<file path="config.mk">
export PLATFORM = sky130hd
export DESIGN_NAME = tag_ram_ctrl_flat
export DESIGN_NICKNAME = d
export VERILOG_FILES = /design/src/rtl/tag_ram_ctrl_if.sv /design/src/rtl/tag_ram_ctrl.sv /design/src/flat_wrapper.sv
export SDC_FILE = /design/constraint.sdc
export NUM_CORES = 1
export LEC_CHECK = 0
export ABC_CLOCK_PERIOD_IN_PS = 1700
export CAP_MARGIN = 20
export CORE_MARGIN = 8
export CORE_UTILIZATION = 42
export CTS_CLUSTER_SIZE = 12
export DETAILED_ROUTE_END_ITERATION = 6
export HOLD_SLACK_MARGIN = 0.08
export PLACE_DENSITY = 0.77
export SLEW_MARGIN = 20
export SYNTH_ARGS = -nofsm -noshare
export SYNTH_HDL_FRONTEND = slang
export SYNTH_SLANG_ARGS = --single-unit
export TNS_END_PERCENT = 30
</file>
<file path="constraint.sdc">
create_clock -name clock -period 1.7 [get_ports clock]
set_input_delay 0.51 -clock clock [delete_from_list [all_inputs] [get_ports clock]]
set_output_delay 0.51 -clock clock [all_outputs]
set_load 0.03 [all_outputs]
</file>
<file path="src/rtl/tag_ram_ctrl_if.sv">
// Request/response and tag-RAM bus shared by the tag RAM controller and its environment.
// "slave" is the controller's view; "master" is the requesters' and RAM's view.
interface tag_ram_ctrl_if #(
  parameter int AWIDTH = 3,
  parameter int TWIDTH = 9
) ();
  localparam int DWIDTH = TWIDTH + 2;

  logic              cpu_req;
  logic [1:0]        cpu_op;
  logic [AWIDTH-1:0] cpu_idx;
  logic [TWIDTH-1:0] cpu_tag;
  logic [1:0]        cpu_state;
  logic              cpu_ack;

  logic              snp_req;
  logic [1:0]        snp_op;
  logic [AWIDTH-1:0] snp_idx;
  logic [TWIDTH-1:0] snp_tag;
  logic [1:0]        snp_state;
  logic              snp_ack;

  logic              resp_hit;
  logic [1:0]        resp_state;
  logic [TWIDTH-1:0] resp_tag;

  logic [AWIDTH-1:0] ram_addr;
  logic [DWIDTH-1:0] ram_din;
  logic              ram_we;
  logic [DWIDTH-1:0] ram_dout;

  logic              busy;

  modport slave (
    input  cpu_req, cpu_op, cpu_idx, cpu_tag, cpu_state,
    input  snp_req, snp_op, snp_idx, snp_tag, snp_state,
    input  ram_dout,
    output cpu_ack, snp_ack, resp_hit, resp_state, resp_tag,
    output ram_addr, ram_din, ram_we, busy
  );

  modport master (
    output cpu_req, cpu_op, cpu_idx, cpu_tag, cpu_state,
    output snp_req, snp_op, snp_idx, snp_tag, snp_state,
    output ram_dout,
    input  cpu_ack, snp_ack, resp_hit, resp_state, resp_tag,
    input  ram_addr, ram_din, ram_we, busy
  );
endinterface

</file>
<file path="src/rtl/tag_ram_ctrl.sv">
// MSI tag RAM controller: arbitrates CPU and snoop requests round-robin and runs
// LOOKUP / FILL / SETST against a synchronous-read tag RAM. Every output is a register.
module tag_ram_ctrl #(
  parameter int AWIDTH = 3,
  parameter int TWIDTH = 9
) (
  input  logic           clock,
  input  logic           reset_n,
  tag_ram_ctrl_if.slave  bus
);
  localparam int DWIDTH = TWIDTH + 2;
  localparam logic [1:0] OP_LOOKUP = 2'b00;
  localparam logic [1:0] OP_FILL   = 2'b01;
  localparam logic [1:0] OP_SETST  = 2'b10;

  typedef enum logic [2:0] {IDLE, RD, CMP, WB, DONE} state_t;

  state_t            state_reg;
  logic              rr_snp_reg;
  logic              win_snp_reg;
  logic [1:0]        op_reg;
  logic [TWIDTH-1:0] tag_reg;
  logic [1:0]        st_reg;
  logic [AWIDTH-1:0] ram_addr_reg;
  logic [DWIDTH-1:0] ram_din_reg;
  logic              ram_we_reg;
  logic              cpu_ack_reg;
  logic              snp_ack_reg;
  logic              busy_reg;
  logic              resp_hit_reg;
  logic [1:0]        resp_state_reg;
  logic [TWIDTH-1:0] resp_tag_reg;

  logic              any_req;
  logic              pick_snp;
  logic [1:0]        pick_op;
  logic [AWIDTH-1:0] pick_idx;
  logic [TWIDTH-1:0] pick_tag;
  logic [1:0]        pick_st;
  logic [1:0]        ent_st;
  logic [TWIDTH-1:0] ent_tag;
  logic              ent_hit;

  // Request selection and entry decode only feed registers, never outputs.
  always_comb begin
    any_req  = bus.cpu_req | bus.snp_req;
    pick_snp = bus.snp_req & (~bus.cpu_req | rr_snp_reg);
    if (pick_snp) begin
      pick_op  = bus.snp_op;
      pick_idx = bus.snp_idx;
      pick_tag = bus.snp_tag;
      pick_st  = bus.snp_state;
    end else begin
      pick_op  = bus.cpu_op;
      pick_idx = bus.cpu_idx;
      pick_tag = bus.cpu_tag;
      pick_st  = bus.cpu_state;
    end
    ent_st  = bus.ram_dout[DWIDTH-1 -: 2];
    ent_tag = bus.ram_dout[TWIDTH-1:0];
    ent_hit = ((ent_st == 2'b01) || (ent_st == 2'b10)) && (ent_tag == tag_reg);
  end

  always_ff @(posedge clock or negedge reset_n) begin
    if (!reset_n) begin
      state_reg      <= IDLE;
      rr_snp_reg     <= 1'b1;
      win_snp_reg    <= 1'b0;
      op_reg         <= OP_LOOKUP;
      tag_reg        <= '0;
      st_reg         <= '0;
      ram_addr_reg   <= '0;
      ram_din_reg    <= '0;
      ram_we_reg     <= 1'b0;
      cpu_ack_reg    <= 1'b0;
      snp_ack_reg    <= 1'b0;
      busy_reg       <= 1'b0;
      resp_hit_reg   <= 1'b0;
      resp_state_reg <= '0;
      resp_tag_reg   <= '0;
    end else begin
      cpu_ack_reg <= 1'b0;
      snp_ack_reg <= 1'b0;
      ram_we_reg  <= 1'b0;
      case (state_reg)
        IDLE: begin
          if (any_req) begin
            win_snp_reg  <= pick_snp;
            rr_snp_reg   <= ~pick_snp;
            op_reg       <= (pick_op == 2'b11) ? OP_LOOKUP : pick_op;
            tag_reg      <= pick_tag;
            st_reg       <= pick_st;
            ram_addr_reg <= pick_idx;
            busy_reg     <= 1'b1;
            if (pick_op == OP_FILL) begin
              state_reg   <= WB;
              ram_we_reg  <= 1'b1;
              ram_din_reg <= {pick_st, pick_tag};
            end else begin
              state_reg <= RD;
            end
          end
        end
        RD: state_reg <= CMP;
        CMP: begin
          resp_hit_reg   <= ent_hit;
          resp_state_reg <= ent_st;
          resp_tag_reg   <= ent_tag;
          if ((op_reg == OP_SETST) && ent_hit) begin
            state_reg   <= WB;
            ram_we_reg  <= 1'b1;
            ram_din_reg <= {st_reg, ent_tag};
          end else begin
            state_reg    <= DONE;
            ram_addr_reg <= '0;
            cpu_ack_reg  <= ~win_snp_reg;
            snp_ack_reg  <= win_snp_reg;
          end
        end
        WB: begin
          state_reg    <= DONE;
          ram_addr_reg <= '0;
          cpu_ack_reg  <= ~win_snp_reg;
          snp_ack_reg  <= win_snp_reg;
          // A FILL never reads the RAM, so it reports what it wrote.
          if (op_reg == OP_FILL) begin
            resp_hit_reg   <= 1'b0;
            resp_state_reg <= st_reg;
            resp_tag_reg   <= tag_reg;
          end
        end
        DONE: begin
          state_reg <= IDLE;
          busy_reg  <= 1'b0;
        end
        default: state_reg <= IDLE;
      endcase
    end
  end

  assign bus.ram_addr   = ram_addr_reg;
  assign bus.ram_din    = ram_din_reg;
  assign bus.ram_we     = ram_we_reg;
  assign bus.cpu_ack    = cpu_ack_reg;
  assign bus.snp_ack    = snp_ack_reg;
  assign bus.busy       = busy_reg;
  assign bus.resp_hit   = resp_hit_reg;
  assign bus.resp_state = resp_state_reg;
  assign bus.resp_tag   = resp_tag_reg;
endmodule

</file>
<file path="src/flat_wrapper.sv">
// flat-port wrapper written by rule: the top's interface ports become plain ports
module tag_ram_ctrl_flat 
#(
  parameter int AWIDTH = 3,
  parameter int TWIDTH = 9
)
  (clock, reset_n, bus_cpu_req, bus_cpu_op, bus_cpu_idx, bus_cpu_tag, bus_cpu_state, bus_snp_req, bus_snp_op, bus_snp_idx, bus_snp_tag, bus_snp_state, bus_ram_dout, bus_cpu_ack, bus_snp_ack, bus_resp_hit, bus_resp_state, bus_resp_tag, bus_ram_addr, bus_ram_din, bus_ram_we, bus_busy);
  tag_ram_ctrl_if #(.AWIDTH(AWIDTH), .TWIDTH(TWIDTH)) bus_i ();
  input  logic clock;
  input  logic reset_n;
  input wire logic [$bits(bus_i.cpu_req)-1:0] bus_cpu_req;
  input wire logic [$bits(bus_i.cpu_op)-1:0] bus_cpu_op;
  input wire logic [$bits(bus_i.cpu_idx)-1:0] bus_cpu_idx;
  input wire logic [$bits(bus_i.cpu_tag)-1:0] bus_cpu_tag;
  input wire logic [$bits(bus_i.cpu_state)-1:0] bus_cpu_state;
  input wire logic [$bits(bus_i.snp_req)-1:0] bus_snp_req;
  input wire logic [$bits(bus_i.snp_op)-1:0] bus_snp_op;
  input wire logic [$bits(bus_i.snp_idx)-1:0] bus_snp_idx;
  input wire logic [$bits(bus_i.snp_tag)-1:0] bus_snp_tag;
  input wire logic [$bits(bus_i.snp_state)-1:0] bus_snp_state;
  input wire logic [$bits(bus_i.ram_dout)-1:0] bus_ram_dout;
  output wire logic [$bits(bus_i.cpu_ack)-1:0] bus_cpu_ack;
  output wire logic [$bits(bus_i.snp_ack)-1:0] bus_snp_ack;
  output wire logic [$bits(bus_i.resp_hit)-1:0] bus_resp_hit;
  output wire logic [$bits(bus_i.resp_state)-1:0] bus_resp_state;
  output wire logic [$bits(bus_i.resp_tag)-1:0] bus_resp_tag;
  output wire logic [$bits(bus_i.ram_addr)-1:0] bus_ram_addr;
  output wire logic [$bits(bus_i.ram_din)-1:0] bus_ram_din;
  output wire logic [$bits(bus_i.ram_we)-1:0] bus_ram_we;
  output wire logic [$bits(bus_i.busy)-1:0] bus_busy;
  assign bus_i.cpu_req = bus_cpu_req;
  assign bus_i.cpu_op = bus_cpu_op;
  assign bus_i.cpu_idx = bus_cpu_idx;
  assign bus_i.cpu_tag = bus_cpu_tag;
  assign bus_i.cpu_state = bus_cpu_state;
  assign bus_i.snp_req = bus_snp_req;
  assign bus_i.snp_op = bus_snp_op;
  assign bus_i.snp_idx = bus_snp_idx;
  assign bus_i.snp_tag = bus_snp_tag;
  assign bus_i.snp_state = bus_snp_state;
  assign bus_i.ram_dout = bus_ram_dout;
  assign bus_cpu_ack = bus_i.cpu_ack;
  assign bus_snp_ack = bus_i.snp_ack;
  assign bus_resp_hit = bus_i.resp_hit;
  assign bus_resp_state = bus_i.resp_state;
  assign bus_resp_tag = bus_i.resp_tag;
  assign bus_ram_addr = bus_i.ram_addr;
  assign bus_ram_din = bus_i.ram_din;
  assign bus_ram_we = bus_i.ram_we;
  assign bus_busy = bus_i.busy;
  tag_ram_ctrl #(.AWIDTH(AWIDTH), .TWIDTH(TWIDTH)) u_core (.clock(clock), .reset_n(reset_n), .bus(bus_i));
endmodule
</file>
==> metrics.yaml <==
clock_network:
  h-tree-depth: 2
  cts_tree: "done"
  numCtsBuffers: 5
  cts_hold_buffers: 0
  clk_latency_ps: 300
  clk_pin_slew_ps: 90
  clock-sinks: 48
  cts_root_buf: "clkbuf_8"
  clock_path_buffers: 2
sta:
  rsz0062_at_grt: "true"
  hold_ws_ps: 191.6
  fmax_mhz: 542.5
  setup_tns_ps: -1757
  setup_viol: 15
  finalCritPeriodShare: 1.084
  slew_viol_final: 0
  max_slew_margin: 0.7753
  worst_slew_pin_slew_ps: 336.0
  fin_ws_ps: -143.3
  hold_violations: 0
  period_minus_slack_ps: 1843
  fin_skew_ps: 9.690
layout:
  multiInputGateArea_mm2: 0.001201
  syn2layout_area_growth_pct: 53.40
  diodes: 0
  register_area_mm2: 0.001202
  nets: 397
  n_fill_cell: 448
  largest_reg_flops: 11
  drive_gt1_frac: 0.2365
synthesis:
  synthTopCellsByArea: "dfrtp_1 49%, mux2i_1 6.6%, mux2_4 5.6%"
  synth_area_mm2: 0.002409
  muxShareOfSynthArea: 0.1377
  synth_warnings: 0
  synth-compound-area-share: 0.1543
  synthFlopType: "dfrtp_1"
  seq_area_frac_synth: 0.4992
  synth_edf_count: 0
  yosys.area.top_type: "dfrtp_1"
  yosys.area_share.simple: 0.1403
  avgSynthCellArea_um2: 10.38
  syn-num-nets: 279
  ys_seq_elements: 48
  yosysTopAreaCellShare: 0.4883
  synth_cells: 232
  yosys.area_share.xor_xnor: 0.03636
  synth_top_family_by_area: "compound AO/OA/AOI/OAI gates"
  synthAdderAreaFrac: 0
  ys_types: 39
  async_flop_share: 1.000
grt:
  grt_first_pass_wirelength_um: 11140
  grt_max_degree: 49
  grt_pass1_vias: 2183
  grt_overflow_total: 0
  grt_usage: 0.1643
  antenna_found_initial: 0
setup_path:
  cp-start-kind: "input pin"
  end_kind: "flip-flop"
  cp-startpoint: "bus_ram_dout[4]"
  r2r_cells: 6
  timing.rr.start: "u_core.tag_reg[1]"
  reg2reg_slack_ps: -140
  rr_endpoint: "u_core.bus.ram_din[4]"
  cp_max_fo: 6
  crit_required_ps: 1890
  critPathKind: "in2reg"
  cp_data_arrival_time_ps: 2030
detailed_routing:
  dr.pass1.iters: 4
  wl_per_cell_um: 15.89
  drc: 0
  ant_nets: 0
  wirelength_um: 6720
  avgViaCountPerCell: 4.979
  first_iter_violations: 113
  via_count: 2106
placement:
  dpl.hpwl_um: 5100
  portBuffers: 76
  gp_congestion: 0.8186
power:
  power.total_w: 0.006219
  power.switching_w: 0.002629
  p_per_area_mw_per_mm2: 1683
  sw_frac_of_total: 0.4227
  ir_drop_v: 0.0008967
  pwr-share-seq: 0.324
  p_clk_frac: 0.128
  power.internal_w: 0.003591
  cellLeakagePower_nw: 1.756
  p_comb_frac: 0.548
die:
  die_y_um: 91.73
  ios: 77
  fp.dieW_um: 91.73
  core_mm2: 0.005540
  std_cell_rows: 27
  die_area_mm2: 0.008413
  initial_core_util: 0.4347
job:
  maxCapViolations: 0
outcome:
  violations: "negative setup slack"
  status: "complete, but fails checks"
hold_path:
  min_path_type: "in2async"
==> Yosys cell counts (2+ instances only) <==
master / count
nor2b_1: 4
buf_4: 2
mux2_2: 2
xor2_1: 9
dfrtp_1: 47
nand2_1: 28
a21oi_1: 24
a31oi_1: 2
mux2i_1: 16
o21ai_1: 2
nor2_1: 25
o31ai_1: 9
o2bb2ai_1: 3
mux2_4: 9
clkbuf_1: 7
inv_1: 2
nor3b_1: 2
o21ai_0: 18
==> final cells by class <==
cell class              instances  area share
clock buffers                   7     0.02066
clock inverters                 1    0.008127
inverters                       3    0.003048
multi-input cells             170      0.3251
flip-flops and latches         48      0.3254
well taps                      72     0.02438
repair buffers                122      0.2933
==> cell usage in the layout, fill, tap and decap left out, types with 5 or more instances in the layout <==
cell type / n
buf_4: 41
nand2_1: 28
xor2_1: 5
dlygate4sd2_1: 37
o31ai_1: 9
dfrtp_1: 47
a21oi_1: 24
mux2_4: 11
o21ai_0: 17
nor2_1: 25
clkdlybuf4s50_1: 32
mux2i_1: 16
clkbuf_8: 5
==> power groups by stage <==
stage               registers (W)  logic [W]  clock network [W]
floorplan                 0.00261    0.00139                  0
global placement          0.00201    0.00344                  0
detailed placement        0.00202    0.00351                  0
CTS                       0.00200    0.00345           0.000820
global route              0.00207    0.00370           0.000860
finish                    0.00201    0.00341           0.000798
==> what timing repair did <==
item,in CTS,in global routing
pin swaps,11,6
endpoints found under the setup margin,65,33
gates cloned,1,0
hold endpoints to repair,0,0
gates resized for setup,63,5
buffers inserted,7,0
==> worst max-delay path, cell delays in order <==
cell	delay (ps)
clkdlybuf4s15_1	210
xor2_1	220
nor4_4	310
nand3_2	150
o22ai_4	150
buf_6	170
mux2_4	310
==> routing by layer <==
layer | track usage | share of wire | vias to the layer above
met4 | 0.05772 | 0.011 | 0
met5 | 0 | 0 | -
met2 | 0.2605 | 0.48 | 63
met1 | 0.2099 | 0.44 | 988
met3 | 0.04645 | 0.064 | 6
li1 | - | - | 1049
==> cell families (layout without fill, tap and decap cells) <==
group	Yosys count	in the layout
mux	28	28
flops	48	48
xor+xnor	10	10
simple gates	70	70
buf+inv	14	133
compound gates	62	62
==> per-stage QoR <==
stage               setup slack [ps]  utilization  cell area, um^2  std cells
global route                  -204.4       0.6669             3695        423
finish                        -143.3       0.6669             3695        423
floorplan                     -158.7            -             2416        232
detailed placement            -760.3       0.6425             3560        412
global placement              -731.8       0.6425             3560        412
CTS                           -210.9       0.6741             3735        425
==> worst max-delay path by stage <==
| stage | to | slack (ps) | cells past startpoint |
|---|---|---|---|
| floorplan | u_core.bus.ram_din[0] | -160 | 6 |
| global placement | u_core.bus.ram_din[8] | -730 | 7 |
| detailed placement | u_core.bus.ram_din[7] | -760 | 7 |
| CTS | u_core.bus.ram_din[7] | -210 | 7 |
| global route | u_core.bus.ram_din[10] | -200 | 6 |
| finish | u_core.bus.ram_din[4] | -140 | 7 |
Power figures use the tool's default switching activity.
